===== src/rtl/aes_core_pkg.sv =====
`default_nettype none
// ============================================================================
// Module   : aes_core_pkg
// Purpose  : Shared types and constants for the AES multi-channel front end:
//            block width, per-request mode encoding, arbiter FSM states and
//            a helper that sizes channel-index fields.
// Ports    : none (package)
// Revision : 1.0 - initial release
// ============================================================================
package aes_core_pkg;

    localparam int AES_BLOCK_W = 128;

    typedef enum logic {
        AES_ENC = 1'b0,
        AES_DEC = 1'b1
    } aes_mode_e;

    typedef enum logic [1:0] {
        IDLE  = 2'd0,
        ISSUE = 2'd1,
        WAIT  = 2'd2,
        OUT   = 2'd3
    } aes_arb_state_e;

    // A single channel still needs a 1-bit index field.
    function automatic int ch_width(input int n);
        return (n <= 1) ? 1 : $clog2(n);
    endfunction

endpackage
`default_nettype wire


===== src/rtl/aes_rr_arbiter.sv =====
`default_nettype none
// ============================================================================
// Module   : aes_rr_arbiter
// Purpose  : Purely combinational round-robin selector. Grants the first
//            requesting channel at or after the pointer, wrapping around.
// Ports    : i_req       [NUM_CH-1:0] request vector
//            i_ptr       [CH_W-1:0]   highest-priority channel
//            o_gnt       [NUM_CH-1:0] one-hot grant (zero when no request)
//            o_gnt_idx   [CH_W-1:0]   index of granted channel
//            o_gnt_valid              any request present
// Revision : 1.0 - initial release
// ============================================================================
module aes_rr_arbiter
    import aes_core_pkg::*;
#(
    parameter int NUM_CH = 4
) (
    input  logic [NUM_CH-1:0]           i_req,
    input  logic [ch_width(NUM_CH)-1:0] i_ptr,
    output logic [NUM_CH-1:0]           o_gnt,
    output logic [ch_width(NUM_CH)-1:0] o_gnt_idx,
    output logic                        o_gnt_valid
);

    localparam int c_CH_W = ch_width(NUM_CH);

    int w_dist;
    int w_best;

    // Each requester's distance from the pointer (mod NUM_CH) is its
    // priority; the smallest distance wins.
    always_comb begin
        o_gnt_idx   = '0;
        o_gnt_valid = 1'b0;
        w_best      = NUM_CH;
        w_dist      = 0;
        for (int j = 0; j < NUM_CH; j++) begin
            w_dist = j - int'(i_ptr);
            if (w_dist < 0) begin
                w_dist = w_dist + NUM_CH;
            end
            if (i_req[j] && (w_dist < w_best)) begin
                w_best      = w_dist;
                o_gnt_idx   = c_CH_W'(j);
                o_gnt_valid = 1'b1;
            end
        end
    end

    always_comb begin
        o_gnt = '0;
        for (int j = 0; j < NUM_CH; j++) begin
            o_gnt[j] = o_gnt_valid && (o_gnt_idx == c_CH_W'(j));
        end
    end

endmodule
`default_nettype wire


===== src/rtl/aes_core_arb.sv =====
`default_nettype none
// ============================================================================
// Module   : aes_core_arb
// Purpose  : Multi-channel front end for a shared AES engine. Arbitrates
//            NUM_CH valid/ready request channels round-robin, issues one
//            block at a time with a per-request encrypt/decrypt mode, and
//            returns result, channel tag and mode on a valid/ready output.
//            A watchdog completes a job with m_err=1 if the engine stalls.
// Ports    : clk, rst_n                  clock, async active-low reset
//            s_valid/s_ready/s_mode      per-channel request handshake, mode
//            s_data/s_key                per-channel block and key (packed)
//            eng_start/eng_mode          one-cycle job start, job mode
//            eng_data/eng_key            job operands, held during the job
//            eng_done/eng_result         engine completion and result
//            m_valid/m_ready             result handshake
//            m_data/m_ch/m_mode/m_err    result, source channel, mode, timeout
//            busy                        FSM not idle
// Revision : 1.0 - initial release
// ============================================================================
module aes_core_arb
    import aes_core_pkg::*;
#(
    parameter int DATA_W  = AES_BLOCK_W,
    parameter int NUM_CH  = 4,
    parameter int TIMEOUT = 64
) (
    input  logic                        clk,
    input  logic                        rst_n,
    input  logic [NUM_CH-1:0]           s_valid,
    output logic [NUM_CH-1:0]           s_ready,
    input  logic [NUM_CH-1:0]           s_mode,
    input  logic [NUM_CH*DATA_W-1:0]    s_data,
    input  logic [NUM_CH*DATA_W-1:0]    s_key,
    output logic                        eng_start,
    output logic                        eng_mode,
    output logic [DATA_W-1:0]           eng_data,
    output logic [DATA_W-1:0]           eng_key,
    input  logic                        eng_done,
    input  logic [DATA_W-1:0]           eng_result,
    output logic                        m_valid,
    input  logic                        m_ready,
    output logic [DATA_W-1:0]           m_data,
    output logic [ch_width(NUM_CH)-1:0] m_ch,
    output logic                        m_mode,
    output logic                        m_err,
    output logic                        busy
);

    localparam int c_CH_W  = ch_width(NUM_CH);
    localparam int c_TMR_W = $clog2(TIMEOUT + 1);

    aes_arb_state_e      r_state;
    logic [c_CH_W-1:0]   r_ptr;
    logic [c_CH_W-1:0]   r_ch;
    logic                r_mode;
    logic [DATA_W-1:0]   r_data;
    logic [DATA_W-1:0]   r_key;
    logic [c_TMR_W-1:0]  r_timer;
    logic                r_eng_start;
    logic                r_m_valid;
    logic [DATA_W-1:0]   r_m_data;
    logic                r_m_err;

    logic [NUM_CH-1:0]   w_gnt;
    logic [c_CH_W-1:0]   w_gnt_idx;
    logic                w_gnt_valid;
    logic [DATA_W-1:0]   w_sel_data;
    logic [DATA_W-1:0]   w_sel_key;
    logic                w_sel_mode;

    aes_rr_arbiter #(
        .NUM_CH (NUM_CH)
    ) u_arb (
        .i_req       (s_valid),
        .i_ptr       (r_ptr),
        .o_gnt       (w_gnt),
        .o_gnt_idx   (w_gnt_idx),
        .o_gnt_valid (w_gnt_valid)
    );

    // Operand mux for the granted channel.
    always_comb begin
        w_sel_data = '0;
        w_sel_key  = '0;
        w_sel_mode = 1'b0;
        for (int j = 0; j < NUM_CH; j++) begin
            if (w_gnt_idx == c_CH_W'(j)) begin
                w_sel_data = s_data[j*DATA_W +: DATA_W];
                w_sel_key  = s_key[j*DATA_W +: DATA_W];
                w_sel_mode = s_mode[j];
            end
        end
    end

    // s_ready is combinational so a request is accepted in the same cycle it
    // is seen in IDLE; it is forced low while reset is asserted so every
    // output reads zero under reset.
    assign s_ready = (rst_n && (r_state == IDLE)) ? w_gnt : '0;

    always_ff @(posedge clk or negedge rst_n) begin
        if (!rst_n) begin
            r_state     <= IDLE;
            r_ptr       <= '0;
            r_ch        <= '0;
            r_mode      <= 1'b0;
            r_data      <= '0;
            r_key       <= '0;
            r_timer     <= '0;
            r_eng_start <= 1'b0;
            r_m_valid   <= 1'b0;
            r_m_data    <= '0;
            r_m_err     <= 1'b0;
        end else begin
            r_eng_start <= 1'b0;
            case (r_state)
                IDLE: begin
                    if (w_gnt_valid) begin
                        r_ch        <= w_gnt_idx;
                        r_mode      <= w_sel_mode;
                        r_data      <= w_sel_data;
                        r_key       <= w_sel_key;
                        // Registered so the pulse lines up with ISSUE.
                        r_eng_start <= 1'b1;
                        r_state     <= ISSUE;
                    end
                end
                ISSUE: begin
                    r_timer <= '0;
                    r_state <= WAIT;
                end
                WAIT: begin
                    // Done is checked first so a completion in the last
                    // allowed cycle beats the watchdog.
                    if (eng_done) begin
                        r_m_data  <= eng_result;
                        r_m_err   <= 1'b0;
                        r_m_valid <= 1'b1;
                        r_state   <= OUT;
                    end else if (r_timer == c_TMR_W'(TIMEOUT - 1)) begin
                        r_m_data  <= '0;
                        r_m_err   <= 1'b1;
                        r_m_valid <= 1'b1;
                        r_state   <= OUT;
                    end else begin
                        r_timer <= r_timer + 1'b1;
                    end
                end
                OUT: begin
                    if (m_ready) begin
                        r_m_valid <= 1'b0;
                        if (r_ch == c_CH_W'(NUM_CH - 1)) begin
                            r_ptr <= '0;
                        end else begin
                            r_ptr <= r_ch + 1'b1;
                        end
                        r_state <= IDLE;
                    end
                end
                default: begin
                    r_state <= IDLE;
                end
            endcase
        end
    end

    assign eng_start = r_eng_start;
    assign eng_mode  = r_mode;
    assign eng_data  = r_data;
    assign eng_key   = r_key;
    assign m_valid   = r_m_valid;
    assign m_data    = r_m_data;
    assign m_ch      = r_ch;
    assign m_mode    = r_mode;
    assign m_err     = r_m_err;
    assign busy      = (r_state != IDLE);

endmodule
`default_nettype wire

===== config.mk =====
export PLATFORM = sky130hd
export DESIGN_NAME = aes_core_arb
export DESIGN_NICKNAME = d
export VERILOG_FILES = /design/src/rtl/aes_core_pkg.sv /design/src/rtl/aes_rr_arbiter.sv /design/src/rtl/aes_core_arb.sv
export SDC_FILE = /design/constraint.sdc
export NUM_CORES = 1
export LEC_CHECK = 0
export ABC_AREA = 0
export CORE_AREA = 5 5 609 611
export CTS_CLUSTER_DIAMETER = 50
export CTS_CLUSTER_SIZE = 8
export DETAILED_ROUTE_END_ITERATION = 8
export DIE_AREA = 0 0 614 616
export PLACE_DENSITY = 0.36
export SLEW_MARGIN = 25
export SYNTH_ARGS = -nofsm -noshare
export SYNTH_HDL_FRONTEND = slang
export SYNTH_SLANG_ARGS = --single-unit

===== constraint.sdc =====
create_clock -name clk -period 5.07 [get_ports clk]
set_input_delay 0.507 -clock clk [delete_from_list [all_inputs] [get_ports clk]]
set_output_delay 0.507 -clock clk [all_outputs]
set_load 0.02 [all_outputs]

==> Flow_metrics.wiki <==
{| class="wikitable"
! Metric !! Value
|-
| Worst R2R Setup Slack || 0.76 ns
|-
| Die Area || 0.378 mm²
|-
| Ordered cell list for the critical path || and2b_1, a32oi_2, ha_2, o22ai_2, o21ai_4, nand2_1, o21ai_0, ha_1, buf_4, nor2_1, o21ai_4, buf_12, nand2_1, nor4_2, buf_4, buf_12
|-
| Synthesized netlist net count || 3,738
|-
| Critical path class || reg2out
|-
| Via density per instance || 3.41
|-
| Filler Cell Count || 41,500
|-
| Final Cycle Share || 92.9%
|-
| Syn Inst Count || 2,565
|-
| Via count || 30,600
|-
| Leakage || 17.6 nW
|-
| Cell chosen for the clock root || clkbuf_16
|-
| Final standard cell area without fillers || 0.0489 mm²
|-
| Setup repair after global routing missed its margin || no
|-
| Number of antenna violations at the first check in global routing || 147
|-
| Remaining design rule violation count || 0
|-
| Category of the worst setup path capture point || primary output
|-
| Average detailed-routed wire length per instance || 29.1 µm
|-
| Maximum ir drop on the vdd rail || 0.323 mV
|-
| Clock Latency Late Sink || 0.82 ns
|-
| Global-route wire length before repair || 332 mm
|-
| Placed inst area || 0.0454 mm²
|-
| Width of the die || 614 µm
|-
| Critical-path top delay cell || dfrtp_2
|-
| Endpoints failing hold || 0
|-
| Post-synth cell types || 54
|-
| Number of enable flip-flop cells after synthesis || 0
|-
| Highest clock frequency the design can meet || 212 MHz
|-
| Commonest non-fill, non-tap cells in the layout || clkdlybuf4s50_1, dfrtp_1, a22o_1, nor2_1, nand2_1
|-
| Row count || 222
|-
| Worst slew margin || 29.3%
|-
| Slowest cell delay on critical path || 0.51 ns
|-
| Number of placed I/O pins || 1,560
|-
| Type of the worst min-delay path || in2async
|-
| Number of buffers on the longest clock path || 4
|-
| Seq/Total Area, Yosys || 42.8%
|-
| Minimum clock period || 4.71 ns
|-
| Floorplan core area || 0.364 mm²
|-
| Final setup viols || 0
|-
| Largest net degree at the start of global routing || 118
|-
| Required arrival time at the worst endpoint || 4.56 ns
|-
| # port buffers || 1,559
|-
| Number of levels in the clock H-tree || 3
|-
| GRT Total Usage || 13.1%
|-
| Worst EP arrival || 4.20 ns
|-
| Transition time at the pin with the least slew margin || 1.06 ns
|-
| Most common library cell in the layout ignoring fill and taps || clkdlybuf4s50_1
|-
| Final core utilization || 13.4%
|-
| Worst-case hold slack || 0.236 ns
|-
| Count of buffering cells on the critical path with inverters included || 4
|-
| Number of sinks on the clock net || 401
|-
| Number of optimization iterations in the first detailed-route pass || 6
|-
| Fin Setup TNS || 0 ns
|-
| Fraction of layout instances using a drive strength above 1 || 9.71%
|-
| Postcts setup bufs || 0
|-
| Num CTS Buffers || 98
|-
| Antenna viol nets, final || 0
|-
| Critical path startpoint category || register
|-
| TritonCTS clock tree || built
|-
| Vias in the first global route || 31,500
|-
| Congestion Overflow GR || 0
|-
| Mapped Avg Cell Area || 9.14 µm²
|-
| Net count reported at finish || 5,245
|-
| Crit-path max FO || 18
|-
| Power per unit of standard cell area || 639 mW/mm²
|-
| Global placer's final weighted congestion || 0.922
|-
| Number of synthesized register bits || 401
|-
| Violation count after the first detailed-routing iteration || 2,382
|-
| Layout overhead on the synthesized area || 109%
|-
| Die boundary height || 616 µm
|-
| Run status || complete, no violations
|-
| Initial standard-cell utilization of the core || 6.43%
|-
| Total detailed-routing wirelength || 262 mm
|-
| Largest delay contributor family on the critical path || compound AO/OA/AOI/OAI gates
|-
| Most used flip-flop cell after synthesis || dfrtp_1
|-
| Clock-pin slew of the registers on the worst-case setup and hold paths || 0.04 ns
|-
| Post-synth design cell area || 0.0234 mm²
|-
| Count of final max-slew check failures || 0
|-
| Final total power || 31.3 mW
|-
| Yosys synthesis warning count || 0
|-
| Max-cap viol count || 0
|-
| Setup skew after layout || 0.0890 ns
|-
| Async S/R FF share, synth || 100%
|-
| Post-detailed-placement half-perimeter wirelength || 218 mm
|}
synth_stat cells, types with 3 or more instances:
library cell / number / area [µm²]
o22ai_1: 3 / 18.8
buf_4: 11 / 82.6
dfrtp_1: 401 / 10000
nand2b_1: 20 / 125
ha_1: 9 / 113
mux2_2: 43 / 484
nor3_1: 6 / 30.0
a22o_1: 282 / 2470
nand2_1: 227 / 852
o21ai_0: 60 / 300
o21ai_1: 34 / 170
inv_2: 3 / 11.3
inv_1: 9 / 33.8
a31oi_1: 81 / 507
nand3_1: 24 / 120
and2_1: 155 / 970
buf_1: 19 / 71.3
a21oi_1: 163 / 816
a22oi_1: 22 / 165
o21a_1: 3 / 22.5
nor2b_1: 5 / 31.3
a311oi_1: 3 / 26.3
a221oi_2: 10 / 150
a221oi_1: 208 / 1820
o2111ai_1: 18 / 158
o21ai_2: 3 / 26.3
buf_2: 97 / 485
o221ai_1: 24 / 210
clkbuf_1: 176 / 661
o211ai_1: 176 / 1320
nor2_1: 242 / 908
report_power, final:
part / switching (mW) / total, mW / internal (mW)
Combinational: 11.0 / 18.3 / 7.23
Clock: 2.27 / 6.75 / 4.48
Sequential: 1.44 / 6.25 / 4.81
Total: 14.7 / 31.3 / 16.5
per-stage QoR:
step | setup WS [ns] | instances
6_report | 0.359 | 8988
5_1_grt | 0.115 | 8966
4_1_cts | 0.0206 | 8957
3_5_place_dp | 0.200 | 8786
3_3_place_gp | -0.411 | 8783
2_1_floorplan | 0.350 | 2565
routing by layer:
metal / global-route usage, % / vias up / part of all wire [%]
li1: - / 12900 / -
met1: 15.8 / 15500 / 40
met2: 22.5 / 1750 / 48
met3: 3.93 / 425 / 8.3
met4: 3.33 / 76 / 2.9
met5: 0 / - / 0.19
area by class of cell:
type | instances | area (µm²) | area share (%)
multi-input cells | 1846 | 12200 | 24.9
diodes | 30 | 75.1 | 0.153
well taps | 4816 | 6030 | 12.3
clock inverters | 41 | 588 | 1.20
repair buffers | 1712 | 17200 | 35.1
inverters | 13 | 66.3 | 0.136
flip-flops and latches | 401 | 10000 | 20.5
clock buffers | 129 | 2790 | 5.70
kinds of logic (layout without fill, tap and decap cells):
group | count (synthesis) | after routing | synth area share [%]
muxes | 44 | 44 | 2.11
AOI/OAI and AO/OA | 1101 | 1101 | 35.3
xor gates and xnor gates | 2 | 2 | 0.0748
adders and majority gates | 9 | 9 | 0.481
DFF | 401 | 401 | 42.8
buffers and inverters | 318 | 1895 | 5.85
and+or+nand+nor | 690 | 690 | 13.3
other | 0 | 30 | 0
worst register-to-register path, delay by kind of cell, from the launching register on:
family                     cells  cell delay, ns
and+or+nand+nor                4            0.77
AOI/OAI and AO/OA              7            1.53
adders and majority gates      2            0.63
DFF                            1            0.51
buffers and inverters          3            0.65
timing repair:
action	4_1_cts	5_1_grt
endpoints found under the hold margin	12	0
setup endpoints to repair	3	3
hold buffers	1	0
resized for setup	4	6
pin swaps	0	1
worst paths after layout:
check | to | from | depth (start not counted)
hold / removal | eng_data[80] | rst_n | 2
setup / recovery | s_ready[0] | r_ptr[0] | 16
max in group asynchronous | eng_key[19] | rst_n | 4
setup reg to reg | eng_data[82] | r_ptr[0] | 16
hold reg to reg | m_data[95] | m_data[95] | 1
min in group clk | eng_key[112] | s_key[368] | 3
state kept, by name, indices dropped and copies added, names as in the netlist, 2 cells and up:
register and flops:
m_data 128, m_ch 2, eng_data 128, r_ptr 2, r_timer 7, r_state 2
eng_key 128
Power figures use the tool's default switching activity.
